`src/rtl/branch_pc_unit_pkg.sv`:
```
// rtl/branch_pc_unit_pkg.sv - shared constants and types for the branch/PC stage
package branch_pkg;

  localparam logic [2:0] F3_BEQ  = 3'b000;
  localparam logic [2:0] F3_BNE  = 3'b001;
  localparam logic [2:0] F3_BLT  = 3'b100;
  localparam logic [2:0] F3_BGE  = 3'b101;
  localparam logic [2:0] F3_BLTU = 3'b110;
  localparam logic [2:0] F3_BGEU = 3'b111;

  localparam logic [31:0] PC_STEP = 32'd4;

  typedef enum logic [1:0] {
    BOOT  = 2'd0,
    RUN   = 2'd1,
    FLUSH = 2'd2
  } pc_state_t;

endpackage

```
`src/rtl/branch_pc_unit_if.sv`:
```
// rtl/branch_pc_unit_if.sv - decode-side branch inputs and fetch-side outputs
interface branch_pc_if;

  logic        stall;
  logic        br_valid;
  logic [31:0] br_pc;
  logic [2:0]  br_funct3;
  logic [31:0] rs1_data;
  logic [31:0] rs2_data;
  logic [31:0] i_branch;
  logic [31:0] pc;
  logic        pc_valid;
  logic        flush;
  logic        br_taken;
  logic        br_misaligned;
  logic        br_illegal;

  modport master (
    output stall, br_valid, br_pc, br_funct3, rs1_data, rs2_data, i_branch,
    input  pc, pc_valid, flush, br_taken, br_misaligned, br_illegal
  );

  modport slave (
    input  stall, br_valid, br_pc, br_funct3, rs1_data, rs2_data, i_branch,
    output pc, pc_valid, flush, br_taken, br_misaligned, br_illegal
  );

endinterface

```
`src/rtl/branch_pc_unit_comparator.sv`:
```
// rtl/branch_pc_unit_comparator.sv - combinational branch condition evaluation
module branch_comparator
  import branch_pkg::*;
(
  input  logic [31:0] rs1_data,
  input  logic [31:0] rs2_data,
  input  logic [2:0]  br_funct3,
  output logic        cond_true,
  output logic        illegal
);

  always_comb begin
    cond_true = 1'b0;
    illegal   = 1'b0;
    case (br_funct3)
      F3_BEQ:  cond_true = (rs1_data == rs2_data);
      F3_BNE:  cond_true = (rs1_data != rs2_data);
      F3_BLT:  cond_true = ($signed(rs1_data) <  $signed(rs2_data));
      F3_BGE:  cond_true = ($signed(rs1_data) >= $signed(rs2_data));
      F3_BLTU: cond_true = (rs1_data <  rs2_data);
      F3_BGEU: cond_true = (rs1_data >= rs2_data);
      default: illegal   = 1'b1;
    endcase
  end

endmodule

```
`src/rtl/branch_pc_unit.sv`:
```
// rtl/branch_pc_unit.sv - fetch PC register, branch resolution and flush FSM
module branch_pc_unit
  import branch_pkg::*;
#(
  parameter logic [31:0] RESET_PC = 32'h0000_0000
) (
  input  logic        clk,
  input  logic        rst,
  branch_pc_if.slave  bus
);

  pc_state_t   state_q, state_d;
  logic [31:0] pc_q, pc_d;
  logic        br_taken_q, br_taken_d;
  logic        br_misaligned_q, br_misaligned_d;
  logic        br_illegal_q, br_illegal_d;

  logic        cond_true;
  logic        illegal;
  logic        redirect;
  logic [31:0] target;
  logic [31:0] pc_inc;

  branch_comparator u_cmp (
    .rs1_data  (bus.rs1_data),
    .rs2_data  (bus.rs2_data),
    .br_funct3 (bus.br_funct3),
    .cond_true (cond_true),
    .illegal   (illegal)
  );

  assign target = bus.br_pc + bus.i_branch;
  assign pc_inc = pc_q + PC_STEP;

  always_comb begin
    state_d         = state_q;
    pc_d            = pc_q;
    br_taken_d      = 1'b0;
    br_misaligned_d = 1'b0;
    br_illegal_d    = 1'b0;
    redirect        = 1'b0;
    case (state_q)
      BOOT: state_d = RUN;
      RUN: begin
        if (!bus.stall) begin
          pc_d = pc_inc;
          if (bus.br_valid) begin
            br_illegal_d = illegal;
            // A misaligned taken target is reported but falls through sequentially.
            if (cond_true && (target[1:0] != 2'b00)) begin
              br_misaligned_d = 1'b1;
            end else if (cond_true) begin
              redirect   = 1'b1;
              pc_d       = target;
              br_taken_d = 1'b1;
              state_d    = FLUSH;
            end
          end
        end
      end
      FLUSH: state_d = RUN;
      default: state_d = BOOT;
    endcase
  end

  always_ff @(posedge clk) begin
    if (rst) begin
      state_q         <= BOOT;
      pc_q            <= RESET_PC;
      br_taken_q      <= 1'b0;
      br_misaligned_q <= 1'b0;
      br_illegal_q    <= 1'b0;
    end else begin
      state_q         <= state_d;
      pc_q            <= pc_d;
      br_taken_q      <= br_taken_d;
      br_misaligned_q <= br_misaligned_d;
      br_illegal_q    <= br_illegal_d;
    end
  end

  // The accept cycle flushes combinationally to kill the wrong-path fetch in flight.
  assign bus.pc            = pc_q;
  assign bus.pc_valid      = (state_q == RUN);
  assign bus.flush         = (state_q == FLUSH) || redirect;
  assign bus.br_taken      = br_taken_q;
  assign bus.br_misaligned = br_misaligned_q;
  assign bus.br_illegal    = br_illegal_q;

endmodule

```
`src/flat_wrapper.sv`:
```
// flat-port wrapper written by rule: the top's interface ports become plain ports
module branch_pc_unit_flat import branch_pkg::*;
#(
  parameter logic [31:0] RESET_PC = 32'h0000_0000
)
  (clk, rst, bus_stall, bus_br_valid, bus_br_pc, bus_br_funct3, bus_rs1_data, bus_rs2_data, bus_i_branch, bus_pc, bus_pc_valid, bus_flush, bus_br_taken, bus_br_misaligned, bus_br_illegal);
  branch_pc_if bus_i ();
  input  logic clk;
  input  logic rst;
  input wire logic [$bits(bus_i.stall)-1:0] bus_stall;
  input wire logic [$bits(bus_i.br_valid)-1:0] bus_br_valid;
  input wire logic [$bits(bus_i.br_pc)-1:0] bus_br_pc;
  input wire logic [$bits(bus_i.br_funct3)-1:0] bus_br_funct3;
  input wire logic [$bits(bus_i.rs1_data)-1:0] bus_rs1_data;
  input wire logic [$bits(bus_i.rs2_data)-1:0] bus_rs2_data;
  input wire logic [$bits(bus_i.i_branch)-1:0] bus_i_branch;
  output wire logic [$bits(bus_i.pc)-1:0] bus_pc;
  output wire logic [$bits(bus_i.pc_valid)-1:0] bus_pc_valid;
  output wire logic [$bits(bus_i.flush)-1:0] bus_flush;
  output wire logic [$bits(bus_i.br_taken)-1:0] bus_br_taken;
  output wire logic [$bits(bus_i.br_misaligned)-1:0] bus_br_misaligned;
  output wire logic [$bits(bus_i.br_illegal)-1:0] bus_br_illegal;
  assign bus_i.stall = bus_stall;
  assign bus_i.br_valid = bus_br_valid;
  assign bus_i.br_pc = bus_br_pc;
  assign bus_i.br_funct3 = bus_br_funct3;
  assign bus_i.rs1_data = bus_rs1_data;
  assign bus_i.rs2_data = bus_rs2_data;
  assign bus_i.i_branch = bus_i_branch;
  assign bus_pc = bus_i.pc;
  assign bus_pc_valid = bus_i.pc_valid;
  assign bus_flush = bus_i.flush;
  assign bus_br_taken = bus_i.br_taken;
  assign bus_br_misaligned = bus_i.br_misaligned;
  assign bus_br_illegal = bus_i.br_illegal;
  branch_pc_unit #(.RESET_PC(RESET_PC)) u_core (.clk(clk), .rst(rst), .bus(bus_i));
endmodule
```
`config.mk`:
```
export PLATFORM = sky130hd
export DESIGN_NAME = branch_pc_unit_flat
export DESIGN_NICKNAME = d
export VERILOG_FILES = /design/src/rtl/branch_pc_unit_pkg.sv /design/src/rtl/branch_pc_unit_if.sv /design/src/rtl/branch_pc_unit_comparator.sv /design/src/rtl/branch_pc_unit.sv /design/src/flat_wrapper.sv
export SDC_FILE = /design/constraint.sdc
export NUM_CORES = 1
export LEC_CHECK = 0
export CAP_MARGIN = 20
export CORE_MARGIN = 2
export CORE_UTILIZATION = 23
export CTS_CLUSTER_DIAMETER = 100
export DETAILED_ROUTE_END_ITERATION = 7
export DONT_BUFFER_PORTS = 1
export PLACE_DENSITY_LB_ADDON = 0.25
export SKIP_CTS_REPAIR_TIMING = 1
export SLEW_MARGIN = 20
export SYNTH_ARGS = -nofsm -noshare
export SYNTH_HDL_FRONTEND = slang
export SYNTH_SLANG_ARGS = --single-unit
```
`constraint.sdc`:
```
create_clock -name clk -period 6.2 [get_ports clk]
set_input_delay 1.24 -clock clk [delete_from_list [all_inputs] [get_ports clk]]
set_output_delay 1.24 -clock clk [all_outputs]
set_load 0.005 [all_outputs]
```
==> results.md, run 1 <==
- Status: complete, no violations
- Syn-to-layout area delta: 8.81%
- Minimum clock period: just under 5000 ps
- H-tree levels: 2
- CTS tree: built
- Via-to-Cell Ratio: 5.07
- R2r startpoint: u_core.bus.pc[5]$_SDFFE_PP0P_
- Synth warnings: 0
- Hold WC Path Type: reg -> reg
- Std-Cell Rows: 51
- Synth unique cells: 77
- ANT nets after route: 0
- Total wire length: around 14000 um
- Cell Count, Final, Fillers Out: between 800 and 900
- Clock Path Buffers: 2
- Final hold vios: 0
- Critical path required time: about 5000 ps
- Clock Latency Late Sink: between 200 and 300 ps
- Vias: approximately 4400
- Placed inst area: 0.00484 mm2
- M1 GR Usage: roughly 17%
- Setup-failing EPs final: 0
- Final core utilization: roughly 26%
- Post-synth EDFFs: 0
- Syn Inst Count: about 610
- Root Buffer: clkbuf_16
- Main flop type after synthesis: dfxtp_1
- Number of nets in the layout: roughly 800
- Met2 usage: around 22%
- Post-Syn Nets: approximately 800
- Hold path start: u_core.state_q[0]$_SDFFE_PP0P_
- Clock transition at path regs: roughly 60 ps
- M3 GR Usage: under 10%
- Crit share post-route: between 70 and 80%
- Sink Count: 37
- Worst slew pin tran: between 700 and 800 ps
- Initial Util: between 20% and 30%
- Vias in the first global route: 4307
- Place WS: about 1300 ps
- Share of cells above drive strength 1: approximately 4.5%
- Ys async rst share: 0%
- Worst reg-to-reg path cell count: 9
- DRC errors left: 0
- Die height: 145 um
- Fmax: between 200 and 250 MHz
- Leading cell type in the layout, fill and taps excluded: ha_1
- P per Cell Area: about 160 mW/mm2
- Clock Skew: slightly below 10 ps
- Worst hold stages: 1
- Synthesized flop and latch total: 37
- GRT overflow: 0
- First-pass GRT wire length: around 23000 um
- WS Path Type: in -> out
- Largest net degree at the start of global routing: 34
- Gr busiest metal: met2
- Worst Setup End Kind: output port
- Num CTS Buffers: 5
- R2r endpoint: u_core.bus.pc[27]$_SDFFE_PP0P_
- Number of port buffers: 0
- Slew HR: 51.8%
- Routed WL per cell: 16.6 um
- Post-Place Cells: about 860
- Die width: between 100 and 150 um
- CP arrival: 3570 ps
- Antenna cells: 0
- Max-Cap Viols: 0
- Hold endpoint: u_core.state_q[0]$_SDFFE_PP0P_
- Fillers: 2204
- Final Cell Area: 0.00499 mm2
- Post-synthesis sequential area ratio: between 10% and 20%
- Max Transition Viols Final: 0
- Core ar.: 0.0195 mm2
- Startpoint types: input pin
- Maximum net fanout on the critical path: 9
- Detailed Routing Iterations Pass 1: 5
- LEAKAGE: approximately 2.0 nW
- GRT Resource Usage Total: roughly 13%
- Reg2reg setup slack: between 3000 and 4000 ps
- Worst vdd ir: between 0.00006 and 0.00007 V
- Hpwl dp: about 12000 um
- Die ar.: between 0.02 and 0.025 mm2
- Synthesized cell area: about 0.0046 mm2
- Placer Congestion: a little under 0.8
- Unrepaired setup endpoints after global routing: no
- Hold WS: about 440 ps
- Total design power: approximately 0.8 mW
- Worst setup margin: about 1400 ps
- Synth Area per Inst: 7.54 um2
- Number of DRC markers in iteration 0: ~220
- Total Negative Setup Slacks: 0 ps
- Commonest cells after routing, fill and taps aside: 64 x ha_1, 52 x a21oi_1, 49 x inv_1
- Antenna violations before repair: 0
- IO Pins: ~170
-- synth_stat cells, drive strengths merged (8+ instances only) --
cell | number | area share [%]
nand3 | 20 | 2.2
nand2b | 11 | 1.5
o21a | 15 | 2.5
nand2 | 41 | 3.4
nor2 | 46 | 3.9
a21oi | 52 | 5.7
and3 | 10 | 1.4
a21o | 15 | 2.5
xnor2 | 15 | 2.9
dfxtp | 37 | 16
a31oi | 11 | 1.8
a211oi | 11 | 2.0
clkbuf | 12 | 0.98
ha | 64 | 17
o21ai | 50 | 5.5
inv | 49 | 4.0
nand4 | 15 | 2.0
nor3 | 13 | 1.4
xor2 | 12 | 2.3
buf | 8 | 1.3
-- cell families after synthesis --
kind of cell               synth area share (%)
AOI/OAI and AO/OA                          31.1
xor gates and xnor gates                   5.16
adders and majority gates                  17.9
buffers and inverters                      6.33
DFF                                        16.1
muxes                                      1.31
and+or+nand+nor                            22.1
-- report_power, final --
group          total (mW)  switching [mW]  internal, mW
combinational       0.276           0.159         0.117
clock               0.268           0.118         0.150
sequential          0.250         0.00796         0.242
total               0.794           0.284         0.510
-- final cells by class --
| class | count | area [um2] | area share [%] |
|---|---|---|---|
| multi-input cells | 502 | 3560 | 71.3 |
| flip-flops and latches | 37 | 741 | 14.8 |
| well taps | 265 | 332 | 6.64 |
| inverters | 49 | 184 | 3.69 |
| clock buffers | 5 | 125 | 2.51 |
| repair buffers | 4 | 30.0 | 0.602 |
| clock inverters | 3 | 21.3 | 0.426 |
-- state kept, by name, summed over array words and instances, names as in the netlist --
name,count
u_core.state_q,2
u_core.bus.pc,32
u_core.bus.br_misaligned,1
u_core.bus.br_illegal,1
u_core.bus.br_taken,1
-- worst max-delay path: stages --
cell	delay, ps
inv_1	20
ha_1	280
nor2b_1	130
o211ai_1	90
a2111oi_1	580
o32ai_2	170
a31oi_1	300
o2111ai_4	190
a31oi_4	200
nand2_2	180
o21ai_0	170
-- routing by layer --
layer / part of all wire (%) / up-vias / wire length (um)
met5: 0 / - / 0
met4: 0.83 / 0 / 119
met3: 8.7 / 8 / 1250
met2: 46 / 123 / 6660
met1: 44 / 2007 / 6320
li1: - / 2250 / -
-- worst max-delay path by stage --
| stage | endpoint | slack, ps | startpoint | cells after the start |
|---|---|---|---|---|
| final | bus_flush | 1390 | bus_rs2_data[1] | 11 |
| after global routing | bus_flush | 1150 | bus_rs2_data[1] | 11 |
| after CTS | bus_flush | 1350 | bus_rs2_data[10] | 10 |
| after detailed placement | bus_flush | 1350 | bus_rs2_data[7] | 10 |
| after global placement | bus_flush | 1430 | bus_rs2_data[31] | 10 |
| after floorplan | bus_flush | 1470 | bus_rs2_data[31] | 11 |
Power figures use the tool's default switching activity.
==> inputs of run 2 (changes only) <==
ABC_AREA = 1   (was unset)
clock period = 4.1 ns   (was 6.2 ns; I/O delays follow)
==> results.md, run 2 <==
- Status: complete, no violations (unchanged)
- Antenna cells: 0 (unchanged)
- Synthesized cell area: 0.00517 mm2 (was 0.00459 mm2)
- Fillers: 2484 (was 2204)
- Max Transition Viols Final: 0 (unchanged)
- Post-synthesis sequential area ratio: 14.3% (was 16.1%)
- Synth top area cells: ha_1 15%, dfxtp_1 14%, nand2_1 13%, inv_1 8.5%, xor2_1 6.8% (was ha_1 17%, dfxtp_1 16%, a21oi_1 5.7%, inv_1 4.0%, nor2_1 3.7%)
- Minimum clock period: around 3400 ps
- Std-Cell Rows: 54 (was 51)
- Fmax: 291 MHz
- Clock Skew: 5.06 ps (was 9.84 ps)
- Clock Latency Late Sink: 280 ps (was 290 ps)
- Worst Setup End Kind: output port (unchanged)
- IO Pins: 172 (unchanged)
- P per Cell Area: 233 mW/mm2 (was 159 mW/mm2)
- Hpwl dp: 13900 um (was 11600 um)
- Ys async rst share: 0% (unchanged)
- Synthesized flop and latch total: 37 (unchanged)
- Share of cells above drive strength 1: 5.89% (was 4.50%)
- Worst slew pin tran: 486 ps (was 722 ps)
- Top-count cell post-synth: nand2_1 (was ha_1)
- Detailed Routing Iterations Pass 1: 4 (was 5)
- Clock Path Buffers: 2 (unchanged)
- Synth warnings: 0 (unchanged)
- WS Path Type: in -> out (unchanged)
- Crit share post-route: a little over four fifths
- Placed inst area: 0.00548 mm2 (was 0.00484 mm2)
- Placer Congestion: 0.830 (was 0.785)
- Die ar.: 0.0237 mm2 (was 0.0211 mm2)
- Worst hold stages: 1 (unchanged)
- Final hold vios: 0 (unchanged)
- Syn Inst Count: 817 (was 608)
- Yosys top cell area share: 15.5% (was 17.5%)
- Total Negative Setup Slacks: 0 ps (unchanged)
- Maximum net fanout on the critical path: 5 (was 9)
- Synth unique cells: 47 (was 77)
- Main flop type after synthesis: dfxtp_1 (unchanged)
- Total wire length: 16500 um (was 14400 um)
- Synth Area per Inst: 6.33 um2 (was 7.54 um2)
- ANT nets after route: 0 (unchanged)
- Max-Cap Viols: 0 (unchanged)
- Worst vdd ir: 0.000135 V (was 0.0000660 V)
- Leading cell type in the layout, fill and taps excluded: nand2_1 (was ha_1)
- Initial Util: 23.5% (about the same)
- Via-to-Cell Ratio: 4.64 (was 5.07)
- CP arrival: 2620 ps (was 3570 ps)
- Syn-to-layout area delta: 8.81% (about the same)
- Commonest cells after routing, fill and taps aside: 181 x nand2_1, 117 x inv_1, 72 x nor2_1 (was 64 x ha_1, 52 x a21oi_1, 49 x inv_1)
- Post-synth EDFFs: 0 (unchanged)
- Hold WC Path Type: reg -> reg (unchanged)
- H-tree levels: 2 (unchanged)
- Setup-failing EPs final: 0 (unchanged)
- Number of DRC markers in iteration 0: 163 (was 215)
- Routed WL per cell: 15.1 um (was 16.6 um)
- Unrepaired setup endpoints after global routing: no (unchanged)
- Core ar.: 0.0220 mm2 (was 0.0195 mm2)
- Total design power: 1.31 mW (was 0.794 mW)
- Vias in the first global route: 4996 (was 4307)
- CTS tree: built (unchanged)
- Startpoint types: input pin (unchanged)
- Number of nets in the layout: 1015 (was 799)
- Die width: 154 um (was 145 um)
- First-pass GRT wire length: 26400 um (was 23300 um)
- Final Cell Area: 0.00563 mm2 (was 0.00499 mm2)
- GRT overflow: 0 (unchanged)
- Largest net degree at the start of global routing: 50 (was 34)
- Vias: 5077 (was 4388)
- GRT Resource Usage Total: 13.8% (was 13.4%)
- Die height: 154 um (was 145 um)
- Root Buffer: clkbuf_16 (unchanged)
- Synth area leader: ha_1 (unchanged)
- Post-Syn Nets: 1017 (was 808)
- DRC errors left: 0 (unchanged)
- Sink Count: 37 (unchanged)
- Area of the multi-input gates: 0.00388 mm2 (was 0.00356 mm2)
- Slew HR: 67.6% (was 51.8%)
- Critical path required time: 3280 ps (was 4960 ps)
- Number of port buffers: 0 (unchanged)
- Register area: 741 um2 (unchanged)
- Worst reg-to-reg path cell count: 13 (was 9)
- Max reg flops: 32 (unchanged)
- Num CTS Buffers: 5 (unchanged)
- Antenna violations before repair: 0 (unchanged)
- LEAKAGE: 2.70 nW (was 1.95 nW)
- Commonest cells in the netlist: 181 x nand2_1, 117 x inv_1, 73 x nor2_1, 65 x a21oi_1, 64 x ha_1 (was 64 x ha_1, 52 x a21oi_1, 49 x inv_1, 45 x nor2_1, 40 x nand2_1)
- Clock transition at path regs: 60 ps (about the same)
run 2: cell types whose count changed after synthesis, moves of 10 or more:
cell	previous run	this run
o21a_1	15	5
nand2_1	40	181
a21oi_1	52	65
nand3_1	20	55
inv_1	49	117
o21ai_0	29	42
o21ai_1	21	1
nand2b_1	11	0
nor2_1	45	73
xor2_1	12	40
run 2: worst paths after layout:
path                                       start  slack (ps)                              to
setup / recovery                 bus_rs2_data[7]         660                       bus_flush
hold / removal    u_core.state_q[0]$_SDFFE_PP0P_         460  u_core.state_q[0]$_SDFFE_PP0P_
setup reg to reg   u_core.bus.pc[3]$_SDFFE_PP0P_        1730  u_core.bus.pc[26]$_SDFFE_PP0P_
hold reg to reg   u_core.state_q[0]$_SDFFE_PP0P_         460  u_core.state_q[0]$_SDFFE_PP0P_
run 2: area by class of cell:
type,count,area share (%)
multi-input cells,641,69.0
well taps,280,6.23
clock buffers,7,2.54
flip-flops and latches,37,13.2
inverters,124,8.27
repair buffers,6,0.801
run 2: power by group:
group / internal (mW) / switching (mW)
Sequential: 0.378 / 0.0362
Combinational: 0.183 / 0.313
Clock: 0.240 / 0.162
run 2: cells by family (layout without fill, tap and decap cells):
| logic type | count (synthesis) | after routing | synth area share (%) |
|---|---|---|---|
| buffers and inverters | 139 | 137 | 10.7 |
| AO/OA/AOI/OAI | 151 | 151 | 16.7 |
| AND/OR/NAND/NOR | 373 | 373 | 33.6 |
| flip-flops | 37 | 37 | 14.3 |
| adder cells (fa/ha/maj) | 65 | 65 | 15.9 |
| XOR/XNOR | 52 | 52 | 8.81 |
run 2: critical path, stage by stage:
cell and delay, ps:
inv_1 20, ha_1 270, nand2_1 70, nor2_1 180, nand4_1 120, nor3_2 170, nand2_1 120, nand2_1 80
nand2_1 60, inv_2 50, nand2_2 60, nor2_4 120, nand3_4 90, nand2_4 60, nor2_1 40, nand2_1 130
o21ai_0 170
run 2: stage by stage:
stage | utilization (%) | hold WS (ps) | std cells | worst slack (ps)
final | 25.6 | 460 | 1095 | 661
after global placement | 25.0 | 461 | 1088 | 654
after floorplan | - | 429 | 817 | 783
after CTS | 25.6 | 467 | 1095 | 602
after detailed placement | 25.0 | 457 | 1088 | 598
after global routing | 25.6 | 502 | 1095 | 408
run 2: metal layers:
metal  wire (um)  up-vias  GRT usage, %
li1            -     2700             -
met1        7500     2204          17.2
met2        7750      163          24.8
met3        1120       10          2.93
met4         157        0          2.67
met5           0        -             0
